$ cat src/rtl/ula_seq_pkg.sv
// Shared constants for the ULA command sequencer: default widths, FSM state
// encoding and the opcode set.
package ula_seq_pkg;

    localparam int WIDTH_D = 8;
    localparam int OPW_D   = 3;
    localparam int LAT_D   = 1;

    typedef enum logic [1:0] {
        IDLE = 2'd0,
        WAIT = 2'd1,
        DONE = 2'd2
    } state_t;

    localparam logic [2:0] OP_0 = 3'b000;
    localparam logic [2:0] OP_1 = 3'b001;
    localparam logic [2:0] OP_2 = 3'b010;
    localparam logic [2:0] OP_3 = 3'b011;
    localparam logic [2:0] OP_4 = 3'b100;
    localparam logic [2:0] OP_5 = 3'b101;
    localparam logic [2:0] OP_6 = 3'b110;
    localparam logic [2:0] OP_7 = 3'b111;

endpackage

$ cat src/rtl/ula_seq_if.sv
// Command and result handshakes between a command source and the ULA sequencer.
interface ula_seq_if #(
    parameter int WIDTH = 8,
    parameter int OPW   = 3
);
    logic             cmd_valid;
    logic             cmd_ready;
    logic [OPW-1:0]   cmd_op;
    logic [WIDTH-1:0] cmd_a;
    logic [WIDTH-1:0] cmd_b;
    logic             cmd_acc;
    logic             res_valid;
    logic             res_ready;
    logic [WIDTH-1:0] res_data;
    logic             res_flag;

    modport master (
        output cmd_valid, cmd_op, cmd_a, cmd_b, cmd_acc, res_ready,
        input  cmd_ready, res_valid, res_data, res_flag
    );

    modport slave (
        input  cmd_valid, cmd_op, cmd_a, cmd_b, cmd_acc, res_ready,
        output cmd_ready, res_valid, res_data, res_flag
    );
endinterface

$ cat src/rtl/ula_seq.sv
// Single-command-in-flight sequencer: registers ULA operands, waits LAT cycles
// for the ULA to settle, then captures the result into a valid/ready port.
module ula_seq
    import ula_seq_pkg::*;
#(
    parameter int WIDTH = WIDTH_D,
    parameter int OPW   = OPW_D,
    parameter int LAT   = LAT_D
) (
    input  logic             clk,
    input  logic             clr,
    ula_seq_if.slave         bus,
    output logic [WIDTH-1:0] ula_a,
    output logic [WIDTH-1:0] ula_b,
    output logic [OPW-1:0]   ula_op,
    input  logic [WIDTH-1:0] ula_s,
    input  logic             ula_flag,
    output logic             busy
);

    localparam logic [3:0] LAT_C = 4'(LAT);

    state_t           state, nxt;
    logic [3:0]       cnt;
    logic [WIDTH-1:0] acc;
    logic [WIDTH-1:0] res_q;
    logic             flag_q;
    logic             accept;
    logic             capture;

    always_ff @(posedge clk) begin
        if (clr) state <= IDLE;
        else     state <= nxt;
    end

    always_comb begin
        nxt           = state;
        bus.cmd_ready = 1'b0;
        bus.res_valid = 1'b0;
        busy          = 1'b1;
        accept        = 1'b0;
        capture       = 1'b0;
        case (state)
            IDLE: begin
                bus.cmd_ready = 1'b1;
                busy          = 1'b0;
                if (bus.cmd_valid) begin
                    accept = 1'b1;
                    nxt    = WAIT;
                end
            end
            WAIT: begin
                if (cnt == 4'd0) begin
                    capture = 1'b1;
                    nxt     = DONE;
                end
            end
            DONE: begin
                bus.res_valid = 1'b1;
                if (bus.res_ready) nxt = IDLE;
            end
            default: nxt = IDLE;
        endcase
    end

    // Operands stay frozen outside an accept so the ULA output is stable at capture.
    always_ff @(posedge clk) begin
        if (clr) begin
            ula_a  <= '0;
            ula_b  <= '0;
            ula_op <= '0;
            cnt    <= '0;
            acc    <= '0;
            res_q  <= '0;
            flag_q <= 1'b0;
        end else begin
            if (accept) begin
                ula_a  <= bus.cmd_acc ? acc : bus.cmd_a;
                ula_b  <= bus.cmd_b;
                ula_op <= bus.cmd_op;
                cnt    <= LAT_C;
            end else if (state == WAIT && cnt != 4'd0) begin
                cnt <= cnt - 4'd1;
            end
            if (capture) begin
                res_q  <= ula_s;
                flag_q <= ula_flag;
                acc    <= ula_s;
            end
        end
    end

    assign bus.res_data = res_q;
    assign bus.res_flag = flag_q;

endmodule

$ cat src/flat_wrapper.sv
// flat-port wrapper written by rule: the top's interface ports become plain ports
module ula_seq_flat import ula_seq_pkg::*;
#(
    parameter int WIDTH = WIDTH_D,
    parameter int OPW   = OPW_D,
    parameter int LAT   = LAT_D
)
  (clk, clr, ula_a, ula_b, ula_op, ula_s, ula_flag, busy, bus_cmd_valid, bus_cmd_op, bus_cmd_a, bus_cmd_b, bus_cmd_acc, bus_res_ready, bus_cmd_ready, bus_res_valid, bus_res_data, bus_res_flag);
  ula_seq_if #(.WIDTH(WIDTH), .OPW(OPW)) bus_i ();
  input  logic clk;
  input  logic clr;
  output logic [WIDTH-1:0] ula_a;
  output logic [WIDTH-1:0] ula_b;
  output logic [OPW-1:0] ula_op;
  input  logic [WIDTH-1:0] ula_s;
  input  logic ula_flag;
  output logic busy;
  input wire logic [$bits(bus_i.cmd_valid)-1:0] bus_cmd_valid;
  input wire logic [$bits(bus_i.cmd_op)-1:0] bus_cmd_op;
  input wire logic [$bits(bus_i.cmd_a)-1:0] bus_cmd_a;
  input wire logic [$bits(bus_i.cmd_b)-1:0] bus_cmd_b;
  input wire logic [$bits(bus_i.cmd_acc)-1:0] bus_cmd_acc;
  input wire logic [$bits(bus_i.res_ready)-1:0] bus_res_ready;
  output wire logic [$bits(bus_i.cmd_ready)-1:0] bus_cmd_ready;
  output wire logic [$bits(bus_i.res_valid)-1:0] bus_res_valid;
  output wire logic [$bits(bus_i.res_data)-1:0] bus_res_data;
  output wire logic [$bits(bus_i.res_flag)-1:0] bus_res_flag;
  assign bus_i.cmd_valid = bus_cmd_valid;
  assign bus_i.cmd_op = bus_cmd_op;
  assign bus_i.cmd_a = bus_cmd_a;
  assign bus_i.cmd_b = bus_cmd_b;
  assign bus_i.cmd_acc = bus_cmd_acc;
  assign bus_i.res_ready = bus_res_ready;
  assign bus_cmd_ready = bus_i.cmd_ready;
  assign bus_res_valid = bus_i.res_valid;
  assign bus_res_data = bus_i.res_data;
  assign bus_res_flag = bus_i.res_flag;
  ula_seq #(.WIDTH(WIDTH), .OPW(OPW), .LAT(LAT)) u_core (.clk(clk), .clr(clr), .bus(bus_i), .ula_a(ula_a), .ula_b(ula_b), .ula_op(ula_op), .ula_s(ula_s), .ula_flag(ula_flag), .busy(busy));
endmodule
$ cat config.mk
export PLATFORM = sky130hd
export DESIGN_NAME = ula_seq_flat
export DESIGN_NICKNAME = d
export VERILOG_FILES = /design/src/rtl/ula_seq_pkg.sv /design/src/rtl/ula_seq_if.sv /design/src/rtl/ula_seq.sv /design/src/flat_wrapper.sv
export SDC_FILE = /design/constraint.sdc
export NUM_CORES = 1
export LEC_CHECK = 0
export BUFFER_PORTS_ARGS = -buffer_cell sky130_fd_sc_hd__buf_4
export CAP_MARGIN = 25
export CORE_ASPECT_RATIO = 2
export CORE_MARGIN = 5
export CORE_UTILIZATION = 45
export CTS_CLUSTER_DIAMETER = 60
export CTS_CLUSTER_SIZE = 16
export DETAILED_ROUTE_END_ITERATION = 12
export PLACE_DENSITY = 0.76
export SLEW_MARGIN = 20
export SYNTH_ARGS = -nofsm -noshare
export SYNTH_HDL_FRONTEND = slang
export SYNTH_SLANG_ARGS = --single-unit
$ cat constraint.sdc
create_clock -name clk -period 1.67 [get_ports clk]
set_input_delay 0.501 -clock clk [delete_from_list [all_inputs] [get_ports clk]]
set_output_delay 0.501 -clock clk [all_outputs]
set_load 0.01 [all_outputs]
Word-level counts from Yosys, hierarchy flattened
Index checks and enable logic that the tools add are counted.
- add/subtract/negate cells: 1
- multiplexer cells: 14
- reduce and logical (&&, ||, !) cells: 7
- eq/ne operators: 5
- operator list (kind ; number):
    1-bit 2-to-1 mux ; 9
    8-bit 2-to-1 mux ; 1
    2-bit 2-to-1 mux ; 3
    2-bit one-hot mux with 3 select lines ; 1
    4-bit logical NOT ; 1
    2-bit != test, second input constant ; 2
    4-bit nonzero test ; 1
    4-bit by 1-bit subtractor with 4-bit output, second input constant ; 1
    3-bit AND reduction ; 1
    2-bit by 1-bit equality test with 1-bit output, second input constant ; 1
    2-bit equality test, second input constant ; 1
    2-bit logical NOT ; 1
    2-bit by 1-bit != test with 1-bit output, second input constant ; 1
    2-bit nonzero test ; 1
    2-bit OR reduction ; 1
    1-bit logical AND ; 1
- output and inout port bits: 31
- logic and storage cells: 35
- flip-flop bits (word level): 34
- input port bits: 33

Depth between registers and ports, before layout
- depth in word-level cells: 4
- mapped depth: 6
- mapped depth without buffers: 5

Worst setup path after synthesis
OpenSTA, ideal clock, no wires.
- path type: flip-flop to flip-flop
- from: register u_core.cnt[0]
- to: register u_core.res_q[1] (netlist: u_core.bus.res_data[1])
- required time: 1.526 ns
- clock period less this slack: 1.464 ns
- stages on the path, launching flop included: 7
- setup time: 0.144 ns
- path slack: 0.206 ns
- buffers on the path: 1
- arrival time: 1.320 ns
- path through: dfxtp_1 > inv_1 > ha_1 > or3b_1 > buf_2 > o21ai_1 > a21oi_1
- word-level cells in the longest chain between the ends: 3
- ends and longest elaborated chain (item ; line ; RTL):
    start: declaration ; ula_seq.sv:24 ; logic [3:0] cnt;
    start signal: assignment ; ula_seq.sv:83 ; cnt <= cnt - 4'd1;
    4-bit logical NOT ; ula_seq.sv:53 ; if (cnt == 4'd0) begin
    1-bit 2-to-1 mux ; ula_seq.sv:53 ;
    1-bit 2-to-1 mux ; ula_seq.sv:43 ; case (state)
    end signal: assignment ; ula_seq.sv:86 ; res_q <= ula_s;
    end: declaration ; ula_seq.sv:26 ; logic [WIDTH-1:0] res_q;
No other way between the ends.
A chain may end at the register's enable or synchronous reset.

Final worst setup path
- from: register u_core.cnt[0]
- to: register u_core.cnt[1]
- word-level cells in the longest chain between the ends: 2
- elaborated cells between the ends (all ways): 3
- those cells by class: 1 x add/sub; 2 x reduce/logical
- ends and longest elaborated chain (item):
    branches (longest 2 deep; another with 4-bit by 1-bit subtractor with 4-bit output)
Several ways; the timed one is not identified.

==> flow_metrics.tcl <==
set metrics [dict create \
    mostFrequentLayoutCell "buf_4" \
    drc 0 \
    initial_utilization_pct 46.5 \
    power_density_nw_per_um2 979 \
    hold_path_class "primary input to flop" \
    die_width_um 50.4 \
    grt_max_degree 35 \
    numCtsBuffers 5 \
    drt-initial-drc-count 12 \
    avgViaCountPerCell 5.48 \
    netSwitchingFraction_pct 28.0 \
    ys_types 30 \
    slew-limit-headroom_pct 74.0 \
    wl_per_cell_um 15.4 \
    gr-total-overflow 0 \
    synthMuxAreaShare_pct 13.0 \
    syn_area_um2 1470 \
    grt_pass1_vias 1416 \
    synth-seq-cells 34 \
    utilization_pct 65.6 \
    power_switching_uw 567 \
    hpwl_um 2920 \
    fin_crit_sh_pct 92.8 \
    ant_nets 0 \
    cp.required_ns 1.83 \
    max_freq_mhz 645 \
    synthArstFlopShare_pct 0 \
    worst_pin_slew_ns 0.389 \
    synth_compound_area_share_pct 17.9 \
    io_pins 64 \
    synth_top_family_by_area "compound AO/OA/AOI/OAI gates" \
    seq_power_share_pct 45.5 \
    mostFrequentLayoutCells "buf_4, dfxtp_1, nor2_1, mux2i_1, a21oi_1" \
    setup_viol 0 \
    synth_xor_area_share_pct 0 \
    p_leak_uw 0.000935 \
    place_area_um2 1970 \
    area_growth_pct 41.1 \
    htree_levels 2 \
    grt_pass1_wl_um 6440 \
    critPathKind "flop to flop" \
    place_ws_ns 0.0226 \
    holdWs_ns 0.452 \
    maxCapViolCount 0 \
    clk_path_buf_depth 2 \
    die_h_um 90.7 \
    postCtsSetupBuffers 0 \
    synthAdderAreaFrac_pct 0.853 \
    cp_max_fo 12 \
    fin_area_um2 2070 \
    grt_antenna_before_repair 0 \
    via_count 1358 \
    irDropWorstVdd_uv 836 \
    rsz0062_at_grt "false" \
    dr.pass1.iters 4 \
    syn-num-nets 186 \
    final_hold_viol_count 0 \
    numPortBuffers 63 \
    synthFlopType "dfxtp_1" \
    n_antenna_cell 0 \
    crit_path_start_kind "flop" \
    rows 29 \
    wirelength_um 3810 \
    arrival_ns 1.71 \
    gp_congestion 0.760 \
    ys_warn_count 0 \
    comb_power_share_pct 24.0 \
    coreArea_um2 3160 \
    period_needed_ns 1.55 \
    clock-skew-final_ns 0.00730 \
    nets 250 \
    dieArea_um2 4570 \
    p_int_uw 1460 \
    clkSlewWorstSetupHoldPaths_ns 0.07 \
    layout-drive-gt1-share_pct 41.5 \
    syn_inst 152 \
    clk_latency_ns 0.29 \
    tritoncts "done" \
    setup_ws_ns 0.121 \
    clockPowerShare_pct 30.6 \
    track_usage_pct 17.8 \
    cts-root-buf "clkbuf_8" \
    synth_simple_gate_area_share_pct 15.9 \
    worst_setup_path_end_kind "flop" \
    status "finished clean" \
    clock_sinks 34 \
    synth_edf_count 0 \
    tns_ns 0 \
    syn-mean-instance-area_um2 9.65 \
    slew_violations 0 \
    yosysSeqAreaShare_pct 46.4 \
]
-- power by group through the flow --
| stage | Sequential, µW | Combinational [µW] | Clock, µW |
|---|---|---|---|
| 4_1_cts | 920 | 485 | 636 |
| 5_1_grt | 929 | 533 | 669 |
| 3_3_place_gp | 934 | 467 | 0 |
| 6_report | 921 | 485 | 620 |
| 2_1_floorplan | 955 | 251 | 0 |
| 3_5_place_dp | 937 | 483 | 0 |
-- per-stage QoR --
step                std cells  total power (µW)
global placement          240              1400
global route              248              2130
CTS                       248              2040
finish                    248              2030
floorplan                 152              1210
detailed placement        240              1420
-- Yosys cell counts, types with 2 or more instances --
cell type  number  area [µm²]
clkbuf_1        3        11.3
buf_2           3        15.0
dfxtp_1        34         681
o21ai_1        10        50.1
nand4b_1        2        17.5
nand3_1        10        50.1
a21oi_1        11        55.1
buf_4           3        22.5
nor2_1         25        93.8
a211oi_2        8         100
inv_1           5        18.8
mux2i_1        19         190
a211oi_1        2        15.0
-- state kept, by name, indices dropped and copies added, names as in the netlist --
register,cells
u_core.ula_op,3
u_core.cnt,4
u_core.ula_a,8
u_core.state,2
u_core.ula_b,8
u_core.bus.res_flag,1
u_core.bus.res_data,8
-- logic make-up after synthesis --
group                    count (synthesis)
buffers and inverters                   17
multiplexers                            19
adder cells (fa/ha/maj)                  1
flip-flops                              34
AND/OR/NAND/NOR                         45
AO/OA/AOI/OAI                           36
-- layout make-up --
type                            instances  area [µm²]
Multi-Input combinational cell        101         707
Timing Repair Buffer                   69         531
Fill cell                             258        1090
Sequential cell                        34         683
Clock buffer                            7        86.3
Clock inverter                          1        5.00
Tap cell                               31        38.8
Inverter                                5        18.8
-- routing by layer --
metal  global-route usage, %  routed length [µm]  vias up
li1                        -                   -      661
met1                    16.2                1290      639
met2                    32.7                2100       53
met3                    7.60                 351        5
met4                    7.04                  70        0
met5                       0                   0        -
-- final timing paths --
check / from / end / slack [ns] / depth (start not counted)
worst max register to register: u_core.cnt[0]$_SDFFE_PP0P_ / u_core.cnt[1]$_SDFFE_PP0P_ / 0.12 / 5
worst max-delay path: u_core.cnt[0]$_SDFFE_PP0P_ / u_core.cnt[1]$_SDFFE_PP0P_ / 0.12 / 5
worst min-delay path: bus_cmd_b[4] / u_core.ula_b[4]$_SDFFE_PP0P_ / 0.45 / 3
worst min register to register: u_core.bus.res_flag$_SDFFE_PP0P_ / u_core.bus.res_flag$_SDFFE_PP0P_ / 0.50 / 2
-- critical path, stage by stage, from the launching register on --
cell	delay, ns
dfxtp_1	0.33
inv_1	0.11
ha_1	0.24
or3b_4	0.48
a21oi_1	0.20
a2111oi_2	0.06
-- what timing repair did --
action                     4_1_cts  5_1_grt
resized for setup                0        4
setup endpoints to repair        0       14
hold buffers                     0        0
Power figures use the tool's default switching activity.
